===== config.mk =====
export PLATFORM = sky130hd
export DESIGN_NAME = daq_event_builder
export DESIGN_NICKNAME = d
export VERILOG_FILES = /design/src/rtl/daq_event_builder.sv
export SDC_FILE = /design/constraint.sdc
export NUM_CORES = 2
export LEC_CHECK = 0
export BUFFER_PORTS_ARGS = -buffer_cell sky130_fd_sc_hd__buf_4
export CORE_ASPECT_RATIO = 0.75
export CORE_MARGIN = 10
export CORE_UTILIZATION = 30
export CTS_CLUSTER_SIZE = 30
export DETAILED_ROUTE_END_ITERATION = 6
export GPL_TIMING_DRIVEN = 0
export SLEW_MARGIN = 15
export SYNTH_ARGS = -nofsm -noshare
export SYNTH_HDL_FRONTEND = slang
export SYNTH_SLANG_ARGS = --single-unit

===== constraint.sdc =====
create_clock -name clk -period 58.6 [get_ports clk]
set_clock_uncertainty 0.1 [all_clocks]
set_input_delay 5.86 -clock clk [delete_from_list [all_inputs] [get_ports clk]]
set_output_delay 5.86 -clock clk [all_outputs]
set_load 0.03 [all_outputs]

===== src/rtl/daq_event_builder.sv =====
// daq_event_builder: coincidence-triggered peak/area collector with timeout, sequence numbering and FWFT event FIFO
module daq_event_builder #(
    parameter int N_CH        = 2,
    parameter int N_T         = 32,
    parameter int N_P         = 12,
    parameter int N_A         = 20,
    parameter int TIMEOUT_CYC = 1024,
    parameter int DEPTH       = 8
) (
    input  logic                      clk,
    input  logic                      reset,
    input  logic [N_T-1:0]            time_ms,
    input  logic [N_CH*N_P-1:0]       a_peak,
    input  logic [N_CH*N_A-1:0]       a_area,
    input  logic [N_CH-1:0]           peak_ready,
    input  logic [N_CH-1:0]           area_ready,
    input  logic                      coincidence_flag,
    input  logic [N_CH-1:0]           ch_mask,
    input  logic                      ev_ready,
    output logic                      ev_valid,
    output logic [N_T-1:0]            ev_time,
    output logic [N_CH*N_P-1:0]       ev_peak,
    output logic [N_CH*N_A-1:0]       ev_area,
    output logic [N_CH-1:0]           ev_flags,
    output logic                      ev_timeout,
    output logic [31:0]               ev_number,
    output logic                      busy,
    output logic [$clog2(DEPTH):0]    fifo_level,
    output logic [15:0]               dropped_count
);
    localparam int AW = $clog2(DEPTH);
    localparam int CW = $clog2(TIMEOUT_CYC);
    localparam int RW = N_T + N_CH * (N_P + N_A + 1) + 33;
    localparam logic [CW-1:0] TERM = CW'(TIMEOUT_CYC - 1);

    typedef enum logic [1:0] {IDLE, COLLECT, COMMIT} state_t;

    state_t                r_state;
    logic                  r_coin_d, r_to;
    logic [N_CH-1:0]       r_pr_d, r_ar_d, r_mask, r_pflag, r_aflag;
    logic [N_T-1:0]        r_time;
    logic [N_CH*N_P-1:0]   r_peak;
    logic [N_CH*N_A-1:0]   r_area;
    logic [CW-1:0]         r_tcnt;
    logic [31:0]           r_seq;
    logic [15:0]           r_drop;
    logic [RW-1:0]         r_mem [DEPTH];
    logic [AW:0]           r_wr, r_rd;

    logic                  w_coin_rise, w_start, w_collect, w_complete, w_empty, w_pop, w_push;
    logic [N_CH-1:0]       w_p_rise, w_a_rise, w_take_p, w_take_a;
    logic [AW:0]           w_level;
    logic [AW-1:0]         w_head;
    logic [RW-1:0]         w_rec;

    assign w_coin_rise = coincidence_flag & ~r_coin_d;
    assign w_p_rise    = peak_ready & ~r_pr_d;
    assign w_a_rise    = area_ready & ~r_ar_d;
    assign w_start     = (r_state == IDLE) & w_coin_rise;
    assign w_collect   = r_state == COLLECT;
    // Only the first rise per channel is taken; the start cycle accepts rises against freshly cleared flags
    assign w_take_p    = w_p_rise & (w_start ? {N_CH{1'b1}} : w_collect ? ~r_pflag : '0);
    assign w_take_a    = w_a_rise & (w_start ? {N_CH{1'b1}} : w_collect ? ~r_aflag : '0);
    assign w_complete  = &((r_pflag & r_aflag) | ~r_mask);

    assign w_level     = r_wr - r_rd;
    assign w_empty     = w_level == '0;
    assign w_pop       = ~w_empty & ev_ready;
    assign w_push      = (r_state == COMMIT) & (~w_level[AW] | w_pop);
    // When empty, point at the last popped slot so outputs hold their previous value
    assign w_head      = r_rd[AW-1:0] - AW'(w_empty);
    assign w_rec       = {r_time, r_peak, r_area, r_pflag & r_aflag & r_mask, r_to, r_seq};

    assign {ev_time, ev_peak, ev_area, ev_flags, ev_timeout, ev_number} = r_mem[w_head];
    assign ev_valid      = ~w_empty;
    assign busy          = r_state != IDLE;
    assign fifo_level    = w_level;
    assign dropped_count = r_drop;

    always_ff @(posedge clk or posedge reset) begin
        if (reset) begin
            r_state  <= IDLE;
            r_coin_d <= 1'b0;
            r_pr_d   <= '0;
            r_ar_d   <= '0;
            r_mask   <= '0;
            r_pflag  <= '0;
            r_aflag  <= '0;
            r_time   <= '0;
            r_peak   <= '0;
            r_area   <= '0;
            r_tcnt   <= '0;
            r_to     <= 1'b0;
            r_seq    <= '0;
            r_drop   <= '0;
        end else begin
            r_coin_d <= coincidence_flag;
            r_pr_d   <= peak_ready;
            r_ar_d   <= area_ready;
            r_pflag  <= w_start ? w_p_rise : r_pflag | w_take_p;
            r_aflag  <= w_start ? w_a_rise : r_aflag | w_take_a;
            for (int c = 0; c < N_CH; c++) begin
                if (w_take_p[c]) r_peak[c*N_P +: N_P] <= a_peak[c*N_P +: N_P];
                else if (w_start) r_peak[c*N_P +: N_P] <= '0;
                if (w_take_a[c]) r_area[c*N_A +: N_A] <= a_area[c*N_A +: N_A];
                else if (w_start) r_area[c*N_A +: N_A] <= '0;
            end
            case (r_state)
                IDLE: if (w_coin_rise) begin
                    r_state <= COLLECT;
                    r_time  <= time_ms;
                    r_mask  <= ch_mask;
                    r_tcnt  <= '0;
                end
                COLLECT: if (w_complete || r_tcnt == TERM) begin
                    r_state <= COMMIT;
                    r_to    <= ~w_complete;
                end else begin
                    r_tcnt  <= r_tcnt + 1'b1;
                end
                COMMIT: begin
                    r_state <= IDLE;
                    r_seq   <= r_seq + 32'd1;
                    if (!w_push && r_drop != 16'hFFFF) r_drop <= r_drop + 16'd1;
                end
                default: r_state <= IDLE;
            endcase
        end
    end

    always_ff @(posedge clk or posedge reset) begin
        if (reset) begin
            r_wr <= '0;
            r_rd <= '0;
            for (int j = 0; j < DEPTH; j++) r_mem[j] <= '0;
        end else begin
            if (w_push) r_mem[r_wr[AW-1:0]] <= w_rec;
            r_wr <= r_wr + (AW+1)'(w_push);
            r_rd <= r_rd + (AW+1)'(w_pop);
        end
    end
endmodule

# Yosys cells after proc, flatten, opt, wreduce, memory -nomap -nowiden
# Cells that the tools add are included.
[totals]
reg_bits = 1224
wordCells = 110
in_bits = 106
output_inout_bits = 153
[classes]
eq_ne = 7
add_sub_neg = 7
mux = 24
order_cmp = 3
bitwise = 25
reduce_logical = 18
[op_table]
columns = ["operator", "n"]
rows = [
  ["1048-bit bitwise mux", 1],
  ["131-bit binary-select mux with 3-bit select", 1],
  ["131-bit demux with 3-bit select", 1],
  ["131-bit 2-to-1 mux", 3],
  ["20-bit 2-to-1 mux", 3],
  ["12-bit 2-to-1 mux", 3],
  ["32-bit by 1-bit adder with 32-bit output, second input constant", 1],
  ["10-bit 2-to-1 mux", 2],
  ["10-bit case mux with 2 select lines", 1],
  ["16-bit by 1-bit adder with 16-bit output, second input constant", 1],
  ["2-bit 2-to-1 mux", 8],
  ["16-bit != test, second input constant", 1],
  ["2-bit bitwise AND", 6],
  ["2-bit nonzero test", 6],
  ["10-bit by 1-bit adder with 10-bit output, second input constant", 1],
  ["10-bit equality test, second input constant", 1],
  ["2-bit NOT", 5],
  ["2-bit AND reduction", 5],
  ["4-bit by 1-bit adder with 4-bit output", 2],
  ["4-bit greater-or-equal comparator, second input constant", 2],
  ["3-bit NOT with 4-bit output", 2],
  ["2-bit OR", 3],
  ["1-bit bitwise AND", 4],
  ["4-bit zero test", 1],
  ["other kinds (15)", 20],
]

# Depth between registers and ports, before layout
[depth]
depth_word = 9
ltp_mapped = 14
depth_no_buf = 11

# Least setup slack after synthesis
# No wires, ideal clock.
[synth_path]
kind = "reg2out"
startpoint = "reg r_wr[1]"
endpoint = "out ev_area[15]"
t_arrival_ps = 3974
path_slack_ps = 48666
stages_incl_launch_ff = 13
required_time_ps = 52640
cell_sequence = "dfrtp_1 -> clkbuf_1 -> inv_1 -> fa_1 -> xor2_1 -> nand4_1 -> inv_1 -> ha_1 -> clkbuf_1 -> buf_1 -> buf_1 -> mux4_2 -> mux2_2"
[synth_via]
elab_chain_len = 7
[synth_rtl]
columns = ["element", "line_no", "text"]
rows = [
  ["start, declared", "48", "logic [AW:0] r_wr, r_rd;"],
  ["start signal, assigned", "138", "r_wr <= r_wr + (AW+1)'(w_push);"],
  ["4-bit subtractor", "66", "assign w_level = r_wr - r_rd;"],
  ["4-bit zero test", "67", "assign w_empty = w_level == '0;"],
  ["3-bit by 1-bit subtractor with 3-bit output", "71", "assign w_head = r_rd[AW-1:0] - AW'(w_empty);"],
  ["3-bit NOT with 4-bit output (implied by the code)", "74", "assign {ev_time, ev_peak, ev_area, ev_flags, ev_timeout, ev_number} = r_mem[w_head];"],
  ["131-bit binary-select mux with 3-bit select", "74", ""],
  ["131-bit 2-to-1 mux (implied by the code) (2 in series)", "74", ""],
  ["end, declared", "23", "output logic [N_CH*N_A-1:0] ev_area,"],
]
# No other way between the ends. The select of a mux whose other input is x is not followed.

# Worst setup path in the final report
[layout_path]
startpoint = "reg r_wr[1]"
endpoint = "out ev_peak[9]"
[layout_via]
elab_chain_len = 7
[layout_rtl]
columns = ["element", "line_no", "text"]
rows = [
  ["4-bit subtractor", "66", ""],
  ["4-bit zero test", "67", ""],
  ["3-bit by 1-bit subtractor with 3-bit output", "71", ""],
  ["3-bit NOT with 4-bit output (implied by the code)", "74", ""],
  ["131-bit binary-select mux with 3-bit select", "74", ""],
  ["131-bit 2-to-1 mux (implied by the code) (2 in series)", "74", ""],
  ["end, declared", "22", "output logic [N_CH*N_P-1:0] ev_peak,"],
]
# No other way between the ends. The select of a mux whose other input is x is not followed.

==> flow_summary.toml <==
[pwr]
p_per_area_nw_per_um2 = 53.9
power.leakage_nw = 31.0
peakVddDrop_v = 0.0000337

[floorplan]
dieArea_um2 = 199000
die_y_um = 388
rows = 135
die_w_um = 511
core_um2 = 180000
ios = 259
initial_core_util = 0.301

[timing]
setup_viol = 0
tns_ps = 0
tightest_slew_ps = 1100
slew_headroom = 0.267
hold_viol = 0
timing.hold.ws_ps = 380
slew_viol_final = 0
period_share = 0.201
period_needed_ps = 11780
max_freq_mhz = 84.9
rsz0062_at_grt = "no"
setup_ws_ps = 46820

[routing]
via_count = 30900
wl_per_cell_um = 23.1
postRouteAntennaNets = 0
drtIter0Drc = 1878
drc = 0
first_pass_iters = 5
wirelength_um = 148000
via_per_inst = 4.82

[logic_synthesis]
ys.warnings.count = 0
synth_cells = 3488
synthTopCellsByArea = "dfrtp_1 56%, mux2_2 23%, mux4_2 11%"
synth_top_area_cell = "dfrtp_1"
netlist.area_leader.share = 0.564
synth_common_cells = "1224 x dfrtp_1, 1089 x mux2_2, 262 x mux4_2"
async_flop_share = 1.00
yosysMostFrequentCell = "dfrtp_1"
netlist_area_um2 = 54300
synth_cell_type_count = 49
ys_seq_area_frac = 0.564
syn_nets = 3607
ys_ff_latch = 1224
synth_edf_count = 0
synthFlopType = "dfrtp_1"
syn_avg_cell_area_um2 = 15.6

[placed_design]
post-dp-hpwl_um = 97700
io_buffers = 258
dp_slack_ps = 47390
place.gp.congestion = 0.734

[setup_path]
cp.arrival_ps = 5820
worstPathMaxFanout = 10
end_kind = "primary output"
cp-start-kind = "flop"
crit_required_ps = 52640
worstRegToRegCells = 10
path_class = "flop to primary output"

[grt]
grt_max_degree = 111
antenna_found_initial = 11
grt_pass1_vias = 32900
grt_pass1_wl_um = 222000
grt_use_total = 0.147
grt_overflow = 0

[cts]
postCtsSetupBuffers = 0
cts_buffer_depth = 3
post_cts_resized = 0
cts_tree = "built"
htree_levels = 4
clk_pin_slew_ps = 60
root_buffer = "clkbuf_16"
clk_latency_ps = 780
cts_buffers = 136
holdBufCountCts = 0
clock_sinks = 1224

[cells_and_area]
nets = 4019
drive_gt1_frac = 0.514
syn_to_final_growth_pct = 18.2

[min_path]
worstHoldPathCells = 1
hp-class = "flop to flop"

[status]
outcome = "completed"

[run]
drv_cap = 0
-- cell type report --
class | count | area [um^2]
Antenna cell | 3 | 7.51
Buffer | 253 | 1180
Clock buffer | 200 | 4070
Clock inverter | 43 | 447
Fill cell | 17200 | 116000
Inverter | 41 | 161
Multi-Input combinational cell | 1970 | 22300
Sequential cell | 1224 | 30600
Tap cell | 2397 | 3000
Timing Repair Buffer | 274 | 2340
-- final timing paths --
check | start | to | slack, ps
min in group asynchronous | reset | dropped_count[9] | 5100
worst min register to register | r_tcnt[9] | r_tcnt[9] | 380
worst max register to register | r_wr[0] | r_mem[830] | 54350
worst min-delay path | r_tcnt[9] | r_tcnt[9] | 380
worst max-delay path | r_wr[1] | ev_peak[9] | 46820
max in group asynchronous | reset | r_mem[590] | 51100
-- metal layers --
metal,routed length [um],vias to the layer above,GRT usage
li1,-,13600,-
met1,68500,16600,0.202
met2,68200,519,0.231
met3,6230,238,0.0297
met4,5060,0,0.0507
met5,0,-,0
-- cell usage in the layout (no fill, tap or decap), types with 6 or more instances in the layout --
cell	count
buf_16	14
nand4_1	21
mux2_4	90
xor2_1	18
and3_1	8
buf_2	80
nand3_1	82
clkinv_2	15
buf_4	269
buf_1	38
clkbuf_16	139
mux4_2	262
o21ai_0	43
inv_6	8
nand3b_1	6
xnor2_1	36
nor2_1	19
mux2_2	1089
buf_6	10
nor3_1	10
dfrtp_1	1224
clkinvlp_4	8
nand2_1	226
clkbuf_8	36
ha_1	12
clkbuf_2	12
inv_1	40
clkbuf_1	128
-- worst max-delay path: stages (launching register included) --
cell	delay, ps
dfrtp_1	380
clkbuf_1	310
inv_1	120
fa_1	450
xor2_1	160
nand4_1	130
inv_1	60
ha_1	260
clkbuf_2	480
clkbuf_2	520
buf_16	200
buf_1	760
mux4_2	600
mux2_2	360
buf_4	200
-- power breakdown --
part / internal, W / leakage [nW] / switching [W] / total [W]
Sequential: 0.00107 / 16.7 / 0.000171 / 0.00124
Combinational: 0.000619 / 12.1 / 0.000738 / 0.00136
Clock: 0.000505 / 2.21 / 0.000361 / 0.000866
Total: 0.00219 / 31.0 / 0.00127 / 0.00346
-- metrics by stage --
stage               power [W]  utilization  instances  area [um^2]
finish                0.00346        0.356       6405        64200
global route          0.00366        0.356       6402        64200
CTS                   0.00353        0.356       6402        64200
detailed placement    0.00264        0.331       6159        59700
global placement      0.00262        0.329       6143        59200
floorplan             0.00213            -       3488        54300
-- registers in the layout, summed over array words and instances, names as in the netlist, 4 cells and up --
signal	count
r_area	40
dropped_count	16
r_mem	1048
r_time	32
r_tcnt	10
r_wr	4
r_rd	4
r_seq	32
r_peak	24
-- logic make-up (layout without fill, tap and decap cells) --
kind of cell,Yosys count,after routing,share of synthesized area
DFF,1224,1224,0.564
adders and majority gates,13,13,0.00313
and+or+nand+nor,404,404,0.0343
AOI/OAI and AO/OA,58,58,0.00585
muxes,1441,1441,0.359
other,0,3,0
xor gates and xnor gates,54,54,0.00871
buffers and inverters,294,811,0.0244
(Power assumes the default switching activity.)
